File: config.mk
export PLATFORM = sky130hd
export DESIGN_NAME = otter_lsu
export DESIGN_NICKNAME = d
export VERILOG_FILES = /design/src/rtl/otter_lsu_pkg.sv /design/src/rtl/otter_lsu_merge.sv /design/src/rtl/otter_lsu.sv
export SDC_FILE = /design/constraint.sdc
export NUM_CORES = 1
export LEC_CHECK = 0
export ABC_AREA = 1
export CORE_MARGIN = 5
export CORE_UTILIZATION = 53
export CTS_BUF_LIST = sky130_fd_sc_hd__clkbuf_16
export DETAILED_ROUTE_END_ITERATION = 10
export PLACE_DENSITY = 0.86
export REMOVE_ABC_BUFFERS = 1
export SLEW_MARGIN = 30
export SYNTH_ARGS = -nofsm -noshare
export SYNTH_HDL_FRONTEND = slang
export SYNTH_SLANG_ARGS = --single-unit
File: constraint.sdc
create_clock -name CLK -period 10.9 [get_ports CLK]
set_input_delay 3.27 -clock CLK [delete_from_list [all_inputs] [get_ports CLK]]
set_output_delay 3.27 -clock CLK [all_outputs]
set_load 0.01 [all_outputs]
File: src/rtl/otter_lsu_pkg.sv
// Shared types and constants for the OTTER load/store unit.
package otter_lsu_pkg;

    typedef enum logic [2:0] {
        ST_IDLE,
        ST_WR,
        ST_RD,
        ST_CAP,
        ST_FIN
    } lsu_state_t;

    localparam logic [1:0] SZ_BYTE = 2'd0;
    localparam logic [1:0] SZ_HALF = 2'd1;
    localparam logic [1:0] SZ_WORD = 2'd2;
    localparam logic [1:0] SZ_ILL  = 2'd3;

    localparam logic [31:0] IO_BASE_DEFAULT = 32'h11000000;

    // Store data for byte piece idx of a split access, right-aligned.
    function automatic logic [31:0] piece_din(input logic [31:0] wdata, input logic [1:0] idx);
        logic [31:0] sh;
        sh = wdata >> {idx, 3'b000};
        return {24'h0, sh[7:0]};
    endfunction

endpackage

File: src/rtl/otter_lsu_merge.sv
// Split decision, piece count and final extension of a split load.
module otter_lsu_merge
    import otter_lsu_pkg::*;
#(
    parameter logic [31:0] IO_BASE = IO_BASE_DEFAULT
)(
    input  logic [31:0] i_addr,
    input  logic [1:0]  i_size,
    input  logic        i_sign,
    input  logic [31:0] i_asm,
    output logic        o_split,
    output logic [1:0]  o_last,
    output logic [31:0] o_ext
);

    logic w_split;

    // Misaligned RAM accesses become byte pieces; MMIO is never split.
    always_comb begin
        w_split = (i_addr < IO_BASE) &&
                  (((i_size == SZ_HALF) && (i_addr[1:0] == 2'd3)) ||
                   ((i_size == SZ_WORD) && (i_addr[1:0] != 2'd0)));
        o_split = w_split;
        o_last  = 2'd0;
        if (w_split)
            o_last = (i_size == SZ_WORD) ? 2'd3 : 2'd1;
        o_ext = i_asm;
        if (i_size == SZ_HALF)
            o_ext = i_sign ? {16'h0, i_asm[15:0]} : {{16{i_asm[15]}}, i_asm[15:0]};
    end

endmodule

File: src/rtl/otter_lsu.sv
// Load/store unit driving the data port of OTTER_mem_byte; splits
// word-crossing accesses into byte pieces and reassembles loads.
module otter_lsu
    import otter_lsu_pkg::*;
#(
    parameter logic [31:0] IO_BASE = IO_BASE_DEFAULT
)(
    input  logic        CLK,
    input  logic        RST,
    input  logic        LSU_REQ,
    input  logic        LSU_WE,
    input  logic [31:0] LSU_ADDR,
    input  logic [31:0] LSU_WDATA,
    input  logic [1:0]  LSU_SIZE,
    input  logic        LSU_SIGN,
    output logic        LSU_READY,
    output logic        LSU_DONE,
    output logic [31:0] LSU_RDATA,
    output logic        LSU_ERR,
    output logic        LSU_SPLIT,
    output logic [31:0] MEM_ADDR2,
    output logic [31:0] MEM_DIN2,
    output logic        MEM_WRITE2,
    output logic        MEM_READ2,
    output logic [1:0]  MEM_SIZE,
    output logic        MEM_SIGN,
    input  logic [31:0] MEM_DOUT2
);

    lsu_state_t  r_state;
    logic [31:0] r_addr, r_wdata, r_asm, r_rdata;
    logic [1:0]  r_size, r_cnt, r_last;
    logic        r_sign, r_split;
    logic        r_done, r_err, r_split_q;
    logic [31:0] r_mem_addr, r_mem_din;
    logic        r_mem_wr, r_mem_rd, r_mem_sign;
    logic [1:0]  r_mem_size;

    logic [31:0] w_m_addr, w_ext, w_asm_nxt, w_nxt_addr;
    logic [1:0]  w_m_size, w_last, w_cnt_n;
    logic        w_m_sign, w_split;

    // Merge sees the live request while idle, the latched one afterwards.
    assign w_m_addr = (r_state == ST_IDLE) ? LSU_ADDR : r_addr;
    assign w_m_size = (r_state == ST_IDLE) ? LSU_SIZE : r_size;
    assign w_m_sign = (r_state == ST_IDLE) ? LSU_SIGN : r_sign;

    otter_lsu_merge #(.IO_BASE(IO_BASE)) u_merge (
        .i_addr  (w_m_addr),
        .i_size  (w_m_size),
        .i_sign  (w_m_sign),
        .i_asm   (w_asm_nxt),
        .o_split (w_split),
        .o_last  (w_last),
        .o_ext   (w_ext)
    );

    assign w_cnt_n    = r_cnt + 2'd1;
    assign w_nxt_addr = r_addr + {30'h0, w_cnt_n};

    // Assembly buffer with the byte currently returned by memory merged in.
    always_comb begin
        w_asm_nxt = r_asm;
        w_asm_nxt[{r_cnt, 3'b000} +: 8] = MEM_DOUT2[7:0];
    end

    // Request sequencer; all memory-side outputs are registered here.
    always_ff @(posedge CLK or posedge RST) begin
        if (RST) begin
            r_state    <= ST_IDLE;
            r_addr     <= '0;
            r_wdata    <= '0;
            r_asm      <= '0;
            r_rdata    <= '0;
            r_size     <= SZ_BYTE;
            r_cnt      <= '0;
            r_last     <= '0;
            r_sign     <= 1'b0;
            r_split    <= 1'b0;
            r_done     <= 1'b0;
            r_err      <= 1'b0;
            r_split_q  <= 1'b0;
            r_mem_addr <= '0;
            r_mem_din  <= '0;
            r_mem_wr   <= 1'b0;
            r_mem_rd   <= 1'b0;
            r_mem_size <= SZ_BYTE;
            r_mem_sign <= 1'b0;
        end else begin
            r_done    <= 1'b0;
            r_err     <= 1'b0;
            r_split_q <= 1'b0;
            case (r_state)
                ST_IDLE: begin
                    if (LSU_REQ) begin
                        r_addr  <= LSU_ADDR;
                        r_wdata <= LSU_WDATA;
                        r_size  <= LSU_SIZE;
                        r_sign  <= LSU_SIGN;
                        r_split <= w_split;
                        r_last  <= w_last;
                        r_cnt   <= '0;
                        r_asm   <= '0;
                        if (LSU_SIZE == SZ_ILL) begin
                            r_state <= ST_FIN;
                            r_done  <= 1'b1;
                            r_err   <= 1'b1;
                        end else begin
                            r_mem_addr <= LSU_ADDR;
                            r_mem_size <= w_split ? SZ_BYTE : LSU_SIZE;
                            r_mem_sign <= w_split ? 1'b1 : LSU_SIGN;
                            r_mem_din  <= w_split ? piece_din(LSU_WDATA, 2'd0) : LSU_WDATA;
                            if (LSU_WE) begin
                                r_mem_wr <= 1'b1;
                                r_state  <= ST_WR;
                            end else begin
                                r_mem_rd <= 1'b1;
                                r_state  <= ST_RD;
                            end
                        end
                    end
                end
                ST_WR: begin
                    if (r_cnt == r_last) begin
                        r_mem_wr  <= 1'b0;
                        r_state   <= ST_FIN;
                        r_done    <= 1'b1;
                        r_split_q <= r_split;
                    end else begin
                        r_cnt      <= w_cnt_n;
                        r_mem_addr <= w_nxt_addr;
                        r_mem_din  <= piece_din(r_wdata, w_cnt_n);
                    end
                end
                ST_RD: begin
                    r_mem_rd <= 1'b0;
                    r_state  <= ST_CAP;
                end
                ST_CAP: begin
                    if (r_cnt == r_last) begin
                        r_rdata   <= r_split ? w_ext : MEM_DOUT2;
                        r_state   <= ST_FIN;
                        r_done    <= 1'b1;
                        r_split_q <= r_split;
                    end else begin
                        r_asm      <= w_asm_nxt;
                        r_cnt      <= w_cnt_n;
                        r_mem_addr <= w_nxt_addr;
                        r_mem_rd   <= 1'b1;
                        r_state    <= ST_RD;
                    end
                end
                ST_FIN: begin
                    r_state <= ST_IDLE;
                end
                default: r_state <= ST_IDLE;
            endcase
        end
    end

    assign LSU_READY  = (r_state == ST_IDLE);
    assign LSU_DONE   = r_done;
    assign LSU_ERR    = r_err;
    assign LSU_SPLIT  = r_split_q;
    assign LSU_RDATA  = r_rdata;
    assign MEM_ADDR2  = r_mem_addr;
    assign MEM_DIN2   = r_mem_din;
    assign MEM_WRITE2 = r_mem_wr;
    assign MEM_READ2  = r_mem_rd;
    assign MEM_SIZE   = r_mem_size;
    assign MEM_SIGN   = r_mem_sign;

endmodule

=== Word-level counts from Yosys, hierarchy flattened ===
Cells that the tools add are included.

* Register bits after elaboration: 211
* Input bits: 103
* Output and inout port bits: 105
* Word-level logic and storage cells: 113

* Add/sub/neg operators: 3
* Order comparisons: 1
* Equality and inequality tests: 16
* Shifts and indexed selects: 3
* Mux-type cells: 49
* Bitwise logic cells: 1
* Reductions and logical operators: 21

{| class="wikitable"
|+ Operators with widths
! cell !! count
|-
| $mux 32 || 13
|-
| $pmux 32 s2 || 3
|-
| $add 32x2->32 || 1
|-
| $bwmux 32 || 1
|-
| $lt 32x29->1 const B || 1
|-
| $shift 8x7->32 const A || 1
|-
| $shiftx 8x7->32 || 1
|-
| $shr 32x5->8 || 1
|-
| $mux 1 || 16
|-
| $ne 2x2->1 const B || 8
|-
| $mux 2 || 7
|-
| $mux 3 || 4
|-
| $pmux 3 s4 || 1
|-
| $reduce_and 5->1 || 2
|-
| $reduce_and 3->1 || 3
|-
| $reduce_and 4->1 || 2
|-
| $reduce_bool 2->1 || 4
|-
| $neg 5->7 || 1
|-
| $eq 2x2->1 const B || 3
|-
| $eq 3x2->1 const B || 2
|-
| $reduce_and 2->1 || 3
|-
| $pmux 1 s2 || 2
|-
| $pmux 2 s2 || 1
|-
| $eq 3x1->1 const B || 1
|-
| 10 further kinds || 12
|}

=== Logic depth before layout (Yosys ltp) ===
* Depth in word-level cells: 10
* Mapped depth: 14
* Gate-level depth less buffers: 12

=== Modules after synthesis ===
Synthesis repeated with hierarchy kept, for this count alone.

* Cells, all modules: 1508
* Area total of the unflattened synthesis: 11177.0 um2

{| class="wikitable"
|+ By module, submodules not included
! module !! times used !! cells each !! area an instance (um2) !! seq. area each (um2)
|-
| otter_lsu || 1 || 1434 || 10789.1 || 5280.1
|-
| otter_lsu_merge || 1 || 74 || 387.9 || 0.0
|}

=== Worst setup path before layout ===
Ideal clock, no wire load.

* Path kind: input to register
* Start point: in LSU_REQ
* End point: reg r_mem_din[16], in the netlist MEM_DIN2[16]
* Setup time: 0.065 ns
* Arrival time: 4.169 ns
* Required time: 10.835 ns
* Setup slack: 6.666 ns
* Stages: 7
* Buffers on the path: 1
* Cells stage by stage: inv_1 nor2_4 inv_2 nor2_4 clkbuf_1 nand3_1 nand2_1

* Longest elaborated chain between the ends: 2

{| class="wikitable"
|+ Ends and longest elaborated chain
! item !! RTL line !! source
|-
| from (decl) || otter_lsu.sv:10 || <nowiki>input logic LSU_REQ,</nowiki>
|-
| $ne 2x2->1 (no line) || -- ||
|-
| $reduce_and 4->1 (no line) || -- ||
|-
| to (signal assigned) || otter_lsu.sv:112 || <nowiki>r_mem_din <= w_split ? piece_din(LSU_WDATA, 2'd0) : LSU_WDATA;</nowiki>
|-
| to (signal assigned) || otter_lsu.sv:132 || <nowiki>r_mem_din <= piece_din(r_wdata, w_cnt_n);</nowiki>
|-
| to (decl) || otter_lsu.sv:35 || <nowiki>logic [31:0] r_mem_addr, r_mem_din;</nowiki>
|}

No other way between the ends.
A chain may end at the register's enable or synchronous reset.

=== Worst setup path in the final report ===
* Start point: in LSU_REQ
* End point: reg r_asm[11]

* Longest elaborated chain between the ends: 2

{| class="wikitable"
|+ Ends and longest elaborated chain
! item !! RTL line !! source
|-
| $ne 2x2->1 (no line) || -- ||
|-
| $reduce_and 3->1 (no line) || -- ||
|-
| to (signal assigned) || otter_lsu.sv:146 || <nowiki>r_asm <= w_asm_nxt;</nowiki>
|-
| to (decl) || otter_lsu.sv:31 || <nowiki>logic [31:0] r_addr, r_wdata, r_asm, r_rdata;</nowiki>
|}

No other way between the ends.

==> flow_results.org <==
** CTS
- For this design, the sink count on the clock tree is 210.
- Number of clock buffers inserted by TritonCTS :: 23
- Clock tree synthesis selected as its root buffer the cell clkbuf_16.
- Source-to-sink clock delay at the later pin of the worst-skew pair :: 520 ps
- Setup repair bufs after CTS :: 0
- Clk slew on worst S/H paths :: 60 ps
- TritonCTS clock tree :: yes
- Gates resized during post-CTS repair numbered 0.
- In this run the number of H-tree levels came out at 1.
- Cts hold-fix bufs :: 0
- CTS Buffer Depth :: 3

** Worst setup path
- Worst reg2reg path startpoint :: r_cnt[0]$_DFFE_PP0P_
- Depth of the worst register-to-register path :: 12
- In this run the worst path has a maximum fanout of 100.
- Worst Path Arrival :: 6510 ps
- Type of element capturing the critical path :: flip-flop
- Startpoint of the worst setup timing path :: LSU_REQ
- STA puts the critical path data required time at 11320 ps.
- Kind of critical path :: in -> reg
- Worst-case register-to-register setup slack :: 6740 ps
- The endpoint identified for the worst register-to-register timing path is MEM_ADDR2[14]$_DFFE_PP0P_.
- The worst setup path is launched from a primary input.

** Floorplan
- After floorplanning, the core was divided into 52 placement rows.
- From bottom edge to top edge, the die measures 153 µm.
- Effective utilization at floorplan :: 53.5%
- The core region is 20100 µm².
- Total Die Area :: 23300 µm²
- During I/O placement, the number of pins put on the boundary was 208.
- Width of the die :: 153 µm

** Detailed routing
- 1st-iter DRT viols :: 862
- In the routed layout, each cell is associated on average with a via count of 5.41.
- Number of remaining DRC errors :: 0
- The routed design has 30700 µm of wire.
- Number of search-and-repair iterations in the first detailed-routing pass :: 6
- The routed layout has 10400 vias.
- In the final routed layout, each cell accounts on average for 16.1 µm.
- Routed Antenna Nets :: 0

** Yosys
- Synth warnings :: 0
- Flops & latches, synth :: 210
- The cell area that synthesis handed to floorplanning was 10800 µm².
- The largest total area in the synthesized netlist belongs to dfrtp_1.
- Syn Inst Count :: 1461
- By area the synthesized netlist is led by dfrtp_1 (49%), nand2_1 (18%), o21ai_0 (6.4%).
- Area share of the leading cell type in the synthesized netlist :: 48.8%
- After synthesis, flip-flops and latches occupy 48.8% of the total area.
- Yosys mapped the design onto 37 distinct sky130hd cell types.
- Each instance of the synthesized netlist takes up on average 7.37 µm².

** STA
- Final count of negative-setup-slack endpoints :: 0
- WHS :: 473 ps
- For the pin with the worst max-slew slack, the measured transition is 963 ps.
- Setup repair after global routing missed its margin :: no
- Timing would allow up to 0.164 GHz.
- Shortest clock period the worst path allows after layout :: 6090 ps
- In the finished design, the share of the clock period the worst path needs comes to 55.9%.
- Measured against its own limit, the worst slew margin works out to 35.8%.
- The final max-slew violation count is 0.
- Final hold violations :: 0
- TNS Setup :: 0 ps
- The clock arrives with 12.0 ps of skew.

** GRT
- Global routing finished with a remaining overflow of 0.
- The via count of the first global-routing pass came to 10100.
- Pin count of the biggest net entering global routing :: 149
- Gr usage total :: 25.5%
- Antenna violations before repair :: 2
- Global-route wire length before repair :: 50100 µm

** Hold path
- The path with the worst hold slack has its endpoint at r_wdata[27]$_DFFE_PP0P_.
- Class of the most critical hold timing path :: reg -> reg
- The startpoint identified for the worst hold timing path is r_wdata[27]$_DFFE_PP0P_.
- Hold Path Stages :: 2

** Cells and area
- The finished cells cover 13700 µm².
- For this run, the post-layout net count is 1740.
- Compared with the post-synthesis result, the final layout area differs by 27.4%.
- After filler insertion, the fill cell instance count of the layout stands at 1643.
- Of the cells placed in the final design, the portion with a size suffix greater than 1 is 3.95%.
- Ant. Diodes :: 0

** Place
- In this run the cell area measured after placement is 12900 µm².
- Detailed Place HPWL :: 20700 µm
- Number of I/O port buffers :: 207
- Placer Congestion :: 0.927

** Flow run
- The tool flagged a number of max-cap violations equal to 0.

** Power
- Dividing total power by cell area gives a power density of 283 nW/µm².
- Peak ir drop on the vdd network :: 156 µV
- Static power due to leakage :: 6.45 nW

** Status
- Outcome :: complete, no violations
## power by group
part | switching, mW | internal, mW | total [mW]
Clock | 0.327 | 0.506 | 0.832
Combinational | 1.05 | 0.676 | 1.73
Sequential | 0.217 | 1.09 | 1.31
## flip-flops by register name (all words and copies together) (netlist names), 2 cells and up
signal / count
MEM_DIN2: 32
r_cnt: 2
r_last: 2
r_size: 2
r_wdata: 32
LSU_RDATA: 32
r_addr: 32
MEM_SIZE: 2
r_state: 3
r_asm: 32
MEM_ADDR2: 32
## area by class of cell
class                           instances  area [µm²]  share of cell area [%]
Multi-Input combinational cell       1069        4760                    34.7
Inverter                              111         429                    3.13
Clock inverter                         18         225                    1.64
Sequential cell                       210        5260                    38.3
Clock buffer                           23         576                    4.20
Timing Repair Buffer                  214        2120                    15.5
Tap cell                              270         338                    2.46
## critical path, cell delays in order
cell and delay (ps):
clkdlybuf4s50_1 490, inv_1 90, nor2_4 100, buf_4 680
inv_2 610, nand2_1 880, nand3_1 150, o21ai_0 120
## routing by layer
metal | global-route usage, % | wire length [µm]
met3 | 5.23 | 2730
met5 | 0 | 21
met1 | 34.3 | 12600
met2 | 42.6 | 14700
met4 | 6.70 | 656
## kinds of logic (layout without fill, tap and decap cells)
kind of cell | Yosys count | count (layout) | share of synthesized area (%)
multiplexers | 1 | 1 | 0.0930
flip-flops | 210 | 210 | 48.8
XOR/XNOR | 8 | 8 | 0.721
AND/OR/NAND/NOR | 857 | 857 | 32.5
adder cells (fa/ha/maj) | 8 | 8 | 1.00
buffers and inverters | 182 | 366 | 6.96
AO/OA/AOI/OAI | 195 | 195 | 9.93
## placed cells by master, fill, tap and decap left out, drive strengths merged, types with 13 or more instances in the layout
master         count
nand4             13
inv              113
o21ai            137
nand3            122
clkbuf            23
nor2             185
dfrtp            210
nand2            530
a21oi             17
clkdlybuf4s50    207
o22ai             15
## worst max-delay path by stage
| stage | endpoint | slack, ps |
|---|---|---|
| floorplan | LSU_DONE$_DFF_PP0_ | 1890 |
| global placement | r_asm[6]$_DFFE_PP0P_ | 4480 |
| detailed placement | r_asm[27]$_DFFE_PP0P_ | 4370 |
| CTS | r_asm[27]$_DFFE_PP0P_ | 4900 |
| global route | r_asm[30]$_DFFE_PP0P_ | 4560 |
| finish | r_asm[11]$_DFFE_PP0P_ | 4810 |
## synth_stat cells, drive strengths merged
cell type / count
xnor2: 2
a22oi: 3
nor3: 6
mux2i: 1
ha: 7
o211ai: 8
inv: 110
fa: 1
o221ai: 8
o2111ai: 1
nor2: 185
nand4: 13
nand3b: 1
nand2: 530
o21a: 3
o31ai: 1
a21oi: 17
o22ai: 15
o21ai: 137
nand3: 122
xor2: 6
clkbuf: 35
a31oi: 2
dfrtp: 210
clkinv: 1
buf: 36
## metrics by stage
step	util [%]	std cells	worst slack (ps)	power [mW]
2_1_floorplan	-	1390	1890	2.28
3_3_place_gp	64.2	1874	4480	2.97
3_5_place_dp	64.2	1874	4370	3.03
4_1_cts	68.2	1915	4900	3.88
5_1_grt	68.2	1915	4560	4.14
6_report	68.2	1915	4810	3.87
No activity file was read; power rests on OpenSTA's default activity.
